### src/rtl/i2c_eeprom_target.sv
// I2C target that emulates a 24C16-class 2 KiB EEPROM.
// The device address is 1010_bbb, where bbb holds word address bits [10:8].
// SDA and SCL are oversampled in the clk domain, and bytes are served from an external
// synchronous RAM port. The target never stretches the clock.
module i2c_eeprom_target #(
   parameter logic [3:0] DEV_HI     = 4'b1010,
   parameter int         ADDR_W     = 11,
   parameter int         FILTER_LEN = 3,
   parameter int         PAGE_BITS  = 4
) (
   input  logic              clk,
   input  logic              rst,
   input  logic              sda,
   input  logic              scl,
   output logic              sda_enable,
   output logic [ADDR_W-1:0] mem_addr,
   output logic [7:0]        mem_wdata,
   output logic              mem_we,
   output logic              mem_re,
   input  logic [7:0]        mem_rdata,
   output logic              busy
);

   typedef enum logic [3:0] {
      IDLE, DEV_ADDR, DEV_ACK, WORD_ADDR, WORD_ACK, WR_DATA, WR_ACK,
      READ_FETCH, RD_DATA, RD_ACK, IGNORE
   } state_t;

   logic                  sda_s1, sda_s2, scl_s1, scl_s2;
   logic [FILTER_LEN-1:0] sda_hist, scl_hist;
   logic                  sda_f, scl_f, sda_q, scl_q;
   logic                  scl_rise, scl_fall, start_det, stop_det;

   state_t                state, ack_next;
   logic [2:0]            bit_cnt;
   logic [1:0]            step;     // sub-phase inside ACK and fetch states
   logic [6:0]            shreg;    // low 7 bits of the byte being received or sent
   logic [7:0]            rx_byte;
   logic                  rnw;
   logic [ADDR_W-1:0]     pointer;

   // Synchronise both pads. A new level is accepted only after FILTER_LEN identical samples.
   always_ff @(posedge clk) begin
      // NOTE: sequential state uses non-blocking assignments so every flop sees pre-edge values.
      if (!rst) begin
         sda_s1   <= 1'b1;
         sda_s2   <= 1'b1;
         scl_s1   <= 1'b1;
         scl_s2   <= 1'b1;
         sda_hist <= '1;
         scl_hist <= '1;
         sda_f    <= 1'b1;
         scl_f    <= 1'b1;
         sda_q    <= 1'b1;
         scl_q    <= 1'b1;
      end else begin
         sda_s1   <= sda;
         sda_s2   <= sda_s1;
         scl_s1   <= scl;
         scl_s2   <= scl_s1;
         sda_hist <= {sda_hist[FILTER_LEN-2:0], sda_s2};
         scl_hist <= {scl_hist[FILTER_LEN-2:0], scl_s2};
         if (&sda_hist)       sda_f <= 1'b1;
         else if (~|sda_hist) sda_f <= 1'b0;
         if (&scl_hist)       scl_f <= 1'b1;
         else if (~|scl_hist) scl_f <= 1'b0;
         sda_q    <= sda_f;
         scl_q    <= scl_f;
      end
   end

   assign scl_rise  =  scl_f & ~scl_q;
   assign scl_fall  = ~scl_f &  scl_q;
   assign start_det =  scl_f &  scl_q &  sda_q & ~sda_f;
   assign stop_det  =  scl_f &  scl_q & ~sda_q &  sda_f;
   assign rx_byte   = {shreg, sda_f};

   // Select the state that follows an acknowledge slot once SDA is released.
   always_comb begin
      // NOTE: default first so no path leaves ack_next unassigned (no latch).
      ack_next = WR_DATA;
      if (state == DEV_ACK) ack_next = rnw ? READ_FETCH : WORD_ADDR;
   end

   // Protocol FSM. STOP beats START, and both beat bit handling. All outputs are registered.
   always_ff @(posedge clk) begin
      if (!rst) begin
         state      <= IDLE;
         bit_cnt    <= '0;
         step       <= '0;
         shreg      <= '0;
         rnw        <= 1'b0;
         pointer    <= '0;
         sda_enable <= 1'b0;
         mem_addr   <= '0;
         mem_wdata  <= '0;
         mem_we     <= 1'b0;
         mem_re     <= 1'b0;
         busy       <= 1'b0;
      end else begin
         mem_we <= 1'b0;
         mem_re <= 1'b0;
         if (stop_det) begin
            state      <= IDLE;
            sda_enable <= 1'b0;
            busy       <= 1'b0;
         end else if (start_det) begin
            state      <= DEV_ADDR;
            bit_cnt    <= '0;
            sda_enable <= 1'b0;
            busy       <= 1'b0;
         end else begin
            case (state)
               DEV_ADDR: if (scl_rise) begin
                  shreg   <= rx_byte[6:0];
                  bit_cnt <= bit_cnt + 3'd1;
                  if (bit_cnt == 3'd7) begin
                     if (rx_byte[7:4] != DEV_HI) begin
                        state <= IGNORE;
                     end else begin
                        pointer[ADDR_W-1:8] <= rx_byte[ADDR_W-8:1];
                        rnw   <= rx_byte[0];
                        busy  <= 1'b1;
                        step  <= '0;
                        state <= DEV_ACK;
                     end
                  end
               end
               // Pull SDA low on the 8th SCL fall and release it on the 9th SCL fall.
               DEV_ACK, WORD_ACK, WR_ACK: if (scl_fall) begin
                  if (step == 2'd0) begin
                     sda_enable <= 1'b1;
                     step       <= 2'd1;
                  end else begin
                     sda_enable <= 1'b0;
                     step       <= 2'd0;
                     bit_cnt    <= '0;
                     state      <= ack_next;
                  end
               end
               WORD_ADDR: if (scl_rise) begin
                  shreg   <= rx_byte[6:0];
                  bit_cnt <= bit_cnt + 3'd1;
                  if (bit_cnt == 3'd7) begin
                     pointer[7:0] <= rx_byte;
                     step         <= '0;
                     state        <= WORD_ACK;
                  end
               end
               WR_DATA: if (scl_rise) begin
                  shreg   <= rx_byte[6:0];
                  bit_cnt <= bit_cnt + 3'd1;
                  if (bit_cnt == 3'd7) begin
                     mem_addr  <= pointer;
                     mem_wdata <= rx_byte;
                     mem_we    <= 1'b1;
                     pointer[PAGE_BITS-1:0] <= pointer[PAGE_BITS-1:0] + 1'b1;
                     step      <= '0;
                     state     <= WR_ACK;
                  end
               end
               // Strobe the RAM, wait one clk for the data, then put the MSB on SDA.
               READ_FETCH: begin
                  case (step)
                     2'd0: begin
                        mem_addr <= pointer;
                        mem_re   <= 1'b1;
                        step     <= 2'd1;
                     end
                     2'd1: step <= 2'd2;
                     default: begin
                        shreg      <= mem_rdata[6:0];
                        sda_enable <= ~mem_rdata[7];
                        bit_cnt    <= '0;
                        step       <= 2'd0;
                        state      <= RD_DATA;
                     end
                  endcase
               end
               RD_DATA: if (scl_fall) begin
                  if (bit_cnt == 3'd7) begin
                     sda_enable <= 1'b0;
                     pointer    <= pointer + 1'b1;
                     step       <= 2'd0;
                     state      <= RD_ACK;
                  end else begin
                     sda_enable <= ~shreg[6];
                     shreg      <= {shreg[5:0], 1'b0};
                     bit_cnt    <= bit_cnt + 3'd1;
                  end
               end
               // A NACK ends the read. An ACK fetches the next byte after SCL goes low again.
               RD_ACK: begin
                  if (scl_rise) begin
                     if (sda_f) state <= IGNORE;
                     else       step  <= 2'd1;
                  end else if (scl_fall && step == 2'd1) begin
                     step  <= 2'd0;
                     state <= READ_FETCH;
                  end
               end
               default: ;
            endcase
         end
      end
   end

endmodule

### config.mk
export PLATFORM = sky130hd
export DESIGN_NAME = i2c_eeprom_target
export DESIGN_NICKNAME = d
export VERILOG_FILES = /design/src/rtl/i2c_eeprom_target.sv
export SDC_FILE = /design/constraint.sdc
export NUM_CORES = 1
export LEC_CHECK = 0
export ABC_AREA = 1
export CAP_MARGIN = 25
export CORE_UTILIZATION = 51
export DETAILED_ROUTE_END_ITERATION = 10
export PLACE_DENSITY = 0.83
export SLEW_MARGIN = 20
export SYNTH_ARGS = -nofsm -noshare
export SYNTH_HDL_FRONTEND = slang
export SYNTH_SLANG_ARGS = --single-unit
### constraint.sdc
create_clock -name clk -period 1.6 [get_ports clk]
set_input_delay 0.16 -clock clk [delete_from_list [all_inputs] [get_ports clk]]
set_output_delay 0.16 -clock clk [all_outputs]
set_load 0.02 [all_outputs]
After elaboration in Yosys (flattened, before gate mapping). Index checks and enable logic that the tools add are counted.

Add/sub/neg operators: 3. Multipliers: 0. Divide/modulo/power cells: 0. $lt $le $gt $ge: 0. Equality and inequality tests: 46. Shift operators: 0. Muxes and demuxes: 68. Bitwise operators: 20. Reductions and logical operators: 39.

Operators by type and width (count): 4-bit 2-to-1 mux (17); 11-bit 2-to-1 mux (5); 3-bit != test, second input constant (15); 3-bit 2-to-1 mux (12); 7-bit 2-to-1 mux (4); 2-bit != test, second input constant (14); 4-bit one-hot mux with 7 select lines (1); 14-bit AND reduction (2); 11-bit one-hot mux with 2 select lines (1); 7-bit one-hot mux with 3 select lines (1); 2-bit 2-to-1 mux (10); 4-bit by 3-bit equality test with 1-bit output, second input constant (4); 8-bit 2-to-1 mux (2); 8-bit AND reduction (2); 3-bit OR reduction (5); 7-bit AND reduction (2); 1-bit inverter (13); 4-bit != test, second input constant (3); 2-bit one-hot mux with 6 select lines (1); 3-bit one-hot mux with 4 select lines (1); 4-bit one-hot mux with 3 select lines (1); 6-bit AND reduction (2); 11-bit by 1-bit adder with 11-bit output, second input constant (1); 11-bit AND reduction (1); other kinds (30) (56).

Register bits: 65. Bits in latches: 0. Bits in writable memories: 0. Bits in read-only memories: 0. Bits of input ports: 12. Output and inout bits: 23. Logic and storage cells: 201. Memories: 0.

Logic depth before layout (Yosys ltp).
Word-level depth: 7. Depth in mapped cells: 13. Gate-level depth less buffers: 12.

Least setup slack after synthesis. No wires, ideal clock.

Kind: register to register. Start point: reg bit_cnt[0]. End point: reg rnw. Setup time: 0.119 ns. Data arrival time: 1.420 ns. Required time: 1.481 ns. Setup slack: 0.061 ns. Stages on the path, launching flop included: 7. Path buffers: 0. Period minus slack after synthesis: 1.539 ns. Cell sequence: dfxtp_1 -> ha_1 -> ha_1 -> nand2_1 -> or3_1 -> o21ai_0 -> a21oi_1.

Longest elaborated chain between the ends: 2.

Ends and longest elaborated chain: start: declaration (RTL line 35) `logic [2:0] bit_cnt;`; start signal: assignment (RTL line 116) `bit_cnt <= bit_cnt + 3'd1;`; start signal: assignment (RTL line 143) `bit_cnt <= bit_cnt + 3'd1;`; start signal: assignment (RTL line 152) `bit_cnt <= bit_cnt + 3'd1;`; 3-bit equality test (RTL line 117) `if (bit_cnt == 3'd7) begin`; 6-bit AND reduction (no source line); end signal: assignment (RTL line 122) `rnw <= rx_byte[0];`; end: declaration (RTL line 39) `logic rnw;`.

No other way between the ends. A chain may end at the register's enable or synchronous reset.

Final worst setup path.
Start point: reg state[3]. End point: reg bit_cnt[0].

Longest elaborated chain between the ends: 4. Elaborated cells between the ends (all ways): 20. Classes of those cells: 14 x eq/ne; 2 x mux; 4 x reduce/logical.

Ends and longest elaborated chain: start: declaration (RTL line 34) `state_t state, ack_next;`; start signal: assignment (RTL line 138) `state <= ack_next;`; 4-bit by 1-bit equality test with 1-bit output, or another cell as far along (RTL line 113) `case (state)`; 3-bit OR reduction, on equally long branches; 3-bit by 1-bit != test with 1-bit output (no source line), or another cell as far along; 8-bit AND reduction (no source line) or 3-bit 2-to-1 mux (tied branches).

Several ways; a longest one is shown, not always the timed one.

==> results.md <==
- Cells after synthesis: 491
- Top-level I/O count: 35
- Placed cell count: 628
- CP arrival: 1.96 ns
- Clock power frac: 0.197
- Initial DRC Count: 476
- Synth area leaders: dfxtp_1, nand2_1, nor2_1
- Netlist cell types: 36
- Yosys warns: 0
- Psw: 0.00371 W
- Clock Latency Late Sink: 0.36 ns
- Internal: 0.00444 W
- Synth top area share: 0.394
- Root Buffer Master: clkbuf_8
- Synth area leader: dfxtp_1
- Std cell rows: 28
- CP Class: reg2reg
- Proportion of layout cells with a drive suffix above 1: 0.327
- Failing checks: negative setup slack
- Setup-failing EPs final: 10
- H-Tree Depth: 3
- Final Critical Period: 1.67 ns
- Pre-CTS WS: -0.132 ns
- Sw Share: 0.455
- Comb pwr share: 0.543
- Initial Util: 0.542
- Sequential power share: 0.260
- RSZ-0062 raised after global routing: yes
- Vias per cell: 5.71
- Mapped Area: 3300 µm²
- Setup WS post-layout: -0.0672 ns
- Largest net degree at the start of global routing: 24
- Filler instances: 439
- Final #Nets: 591
- Clk buf depth: 2
- Outcome: finished, violations left
- Non-filler cells, final: 656
- Period utilization: 1.04
- Data required, critical path: 1.89 ns
- Worst setup SP type: flip-flop
- HP Class: in2reg
- Vias: 3748
- Die area: 6810 µm²
- Slew Limit Fails: 0
- Peak supply drop: 1080 µV
- Seq/Total Area, Yosys: 0.394
- Port-buffer cells: 34
- Hold WS: 0.381 ns
- Measured slew at the worst slew-check pin: 0.461 ns
- Antenna diodes: 0
- GRT Util Overall: 0.290
- Max-Cap Viols: 0
- Initial antenna violation count: 0
- Leak: 1.96 nW
- Commonest non-fill, non-tap cell in the layout: nand2_1
- Achievable clock frequency: 0.600 GHz
- #FFs+latches synth: 65
- Final hold viol count: 0
- TritonRoute pass-1 iters: 5
- Util after Layout: 0.776
- Clk_skew: 0.0189 ns
- Clock sink count: 65
- Die Height: 82.5 µm
- Relative slew margins: 0.691
- GRT overflow: 0
- Remaining DRCs: 0
- Tot Pwr: 0.00815 W
- CP Max Fanout: 6
- Area grow syn2layout: 43.2%
- Avg Cell Area, Syn: 6.73 µm²
- Syn Nets: 506
- Cell Pwr Density: 1720 nW/µm²
- Routability cong.: 0.912
- Most frequent cells in the layout: nand2_1, dfxtp_1, nor2_1
- Ys async rst share: 0
- Vias in the first global route: 3283
- Routed Wire Length: 10600 µm
- Clock slew at reported path FFs: 0.09 ns
- Number of synthesized flops with an enable pin: 0
- Hold Buf Count CTS: 0
- HPWL Detailed: 6500 µm
- Main flop type after synthesis: dfxtp_1
- Crit path capture type: flip-flop
- Antenna-violating nets left: 0
- Chip width: 82.5 µm
- CTS tree: done
- Core area: 6100 µm²
- Num CTS Buffers: 9
- First-pass GRT wire length: 14700 µm
- Routed len/inst: 16.2 µm
==> critical path, cell delays in order, from the launching register on <==
cell      delay (ns)
dfxtp_4         0.39
inv_4           0.10
nand2_2         0.09
nor2_4          0.24
nand2_4         0.12
o21bai_1        0.17
nor2_1          0.07
buf_4           0.16
nand3_1         0.09
nand2_1         0.06
nor2_1          0.12
==> timing repair <==
action	in CTS	in global routing
gates cloned	0	1
pin swaps	2	20
resized for setup	25	112
setup endpoints to repair	36	38
buffers inserted	0	11
endpoints found under the hold margin	0	0
==> synthesized netlist by cell type (all sizes together), types with 2 or more instances <==
master,number
nand2,109
nor2,86
dfxtp,65
o21ai,55
inv,51
a21oi,43
nand3,26
or2,11
clkbuf,8
nand4,7
buf,5
nor3,5
a31oi,3
ha,3
o211ai,2
o21bai,2
==> stage by stage <==
| step | TNS [ns] | cell area (µm²) |
|---|---|---|
| 6_report | -0.434 | 4730 |
| 5_1_grt | -1.51 | 4730 |
| 4_1_cts | 0 | 4310 |
| 3_5_place_dp | -2.26 | 4010 |
| 3_3_place_gp | -0.672 | 4010 |
| 2_1_floorplan | 0 | 3300 |
==> worst paths after layout <==
| check | to | slack [ns] | from | depth (start not counted) |
|---|---|---|---|---|
| worst max-delay path | bit_cnt[0]$_SDFFE_PN0P_ | -0.07 | state[3]$_SDFFE_PP0P_ | 10 |
| worst min register to register | sda_hist[0]$_SDFF_PN1_ | 0.41 | sda_s2$_SDFF_PN1_ | 1 |
| worst max register to register | bit_cnt[0]$_SDFFE_PN0P_ | -0.07 | state[3]$_SDFFE_PP0P_ | 10 |
| worst min-delay path | sda_s1$_SDFF_PN1_ | 0.38 | sda | 2 |
==> cell type report <==
cell class	instances	area (µm²)	area share
Multi-Input combinational cell	361	2090	0.443
Clock buffer	10	128	0.0270
Tap cell	75	93.8	0.0198
Timing Repair Buffer	87	779	0.165
Sequential cell	65	1330	0.281
Inverter	52	215	0.0455
Clock inverter	6	91.3	0.0193
==> metal layers <==
metal / share of wire / global-route usage / vias to the layer above
met5: 0 / 0 / -
met4: 0.031 / 0.150 / 0
met3: 0.067 / 0.0593 / 30
met2: 0.49 / 0.460 / 175
met1: 0.41 / 0.370 / 1773
li1: - / - / 1770
==> kinds of logic after synthesis <==
logic type,count (synthesis),share of synthesized area
and+or+nand+nor,247,0.337
AOI/OAI and AO/OA,109,0.173
buffers and inverters,65,0.0791
DFF,65,0.394
adders and majority gates,3,0.0114
xor gates and xnor gates,2,0.00530
==> power groups by stage <==
stage                     Sequential (W)  Clock, W  Combinational [W]
after detailed placement         0.00201         0            0.00327
after global routing             0.00214   0.00169            0.00479
after CTS                        0.00200   0.00160            0.00342
after global placement           0.00200         0            0.00320
after floorplan                  0.00198         0            0.00225
final                            0.00212   0.00161            0.00442
==> registers in the layout (all words and copies together) (netlist names), 2 cells and up <==
| register | cells |
|---|---|
| mem_wdata | 8 |
| sda_hist | 3 |
| shreg | 7 |
| bit_cnt | 3 |
| mem_addr | 11 |
| state | 4 |
| step | 2 |
| scl_hist | 3 |
| pointer | 11 |
Note: power is estimated with default switching activity, not from simulation.
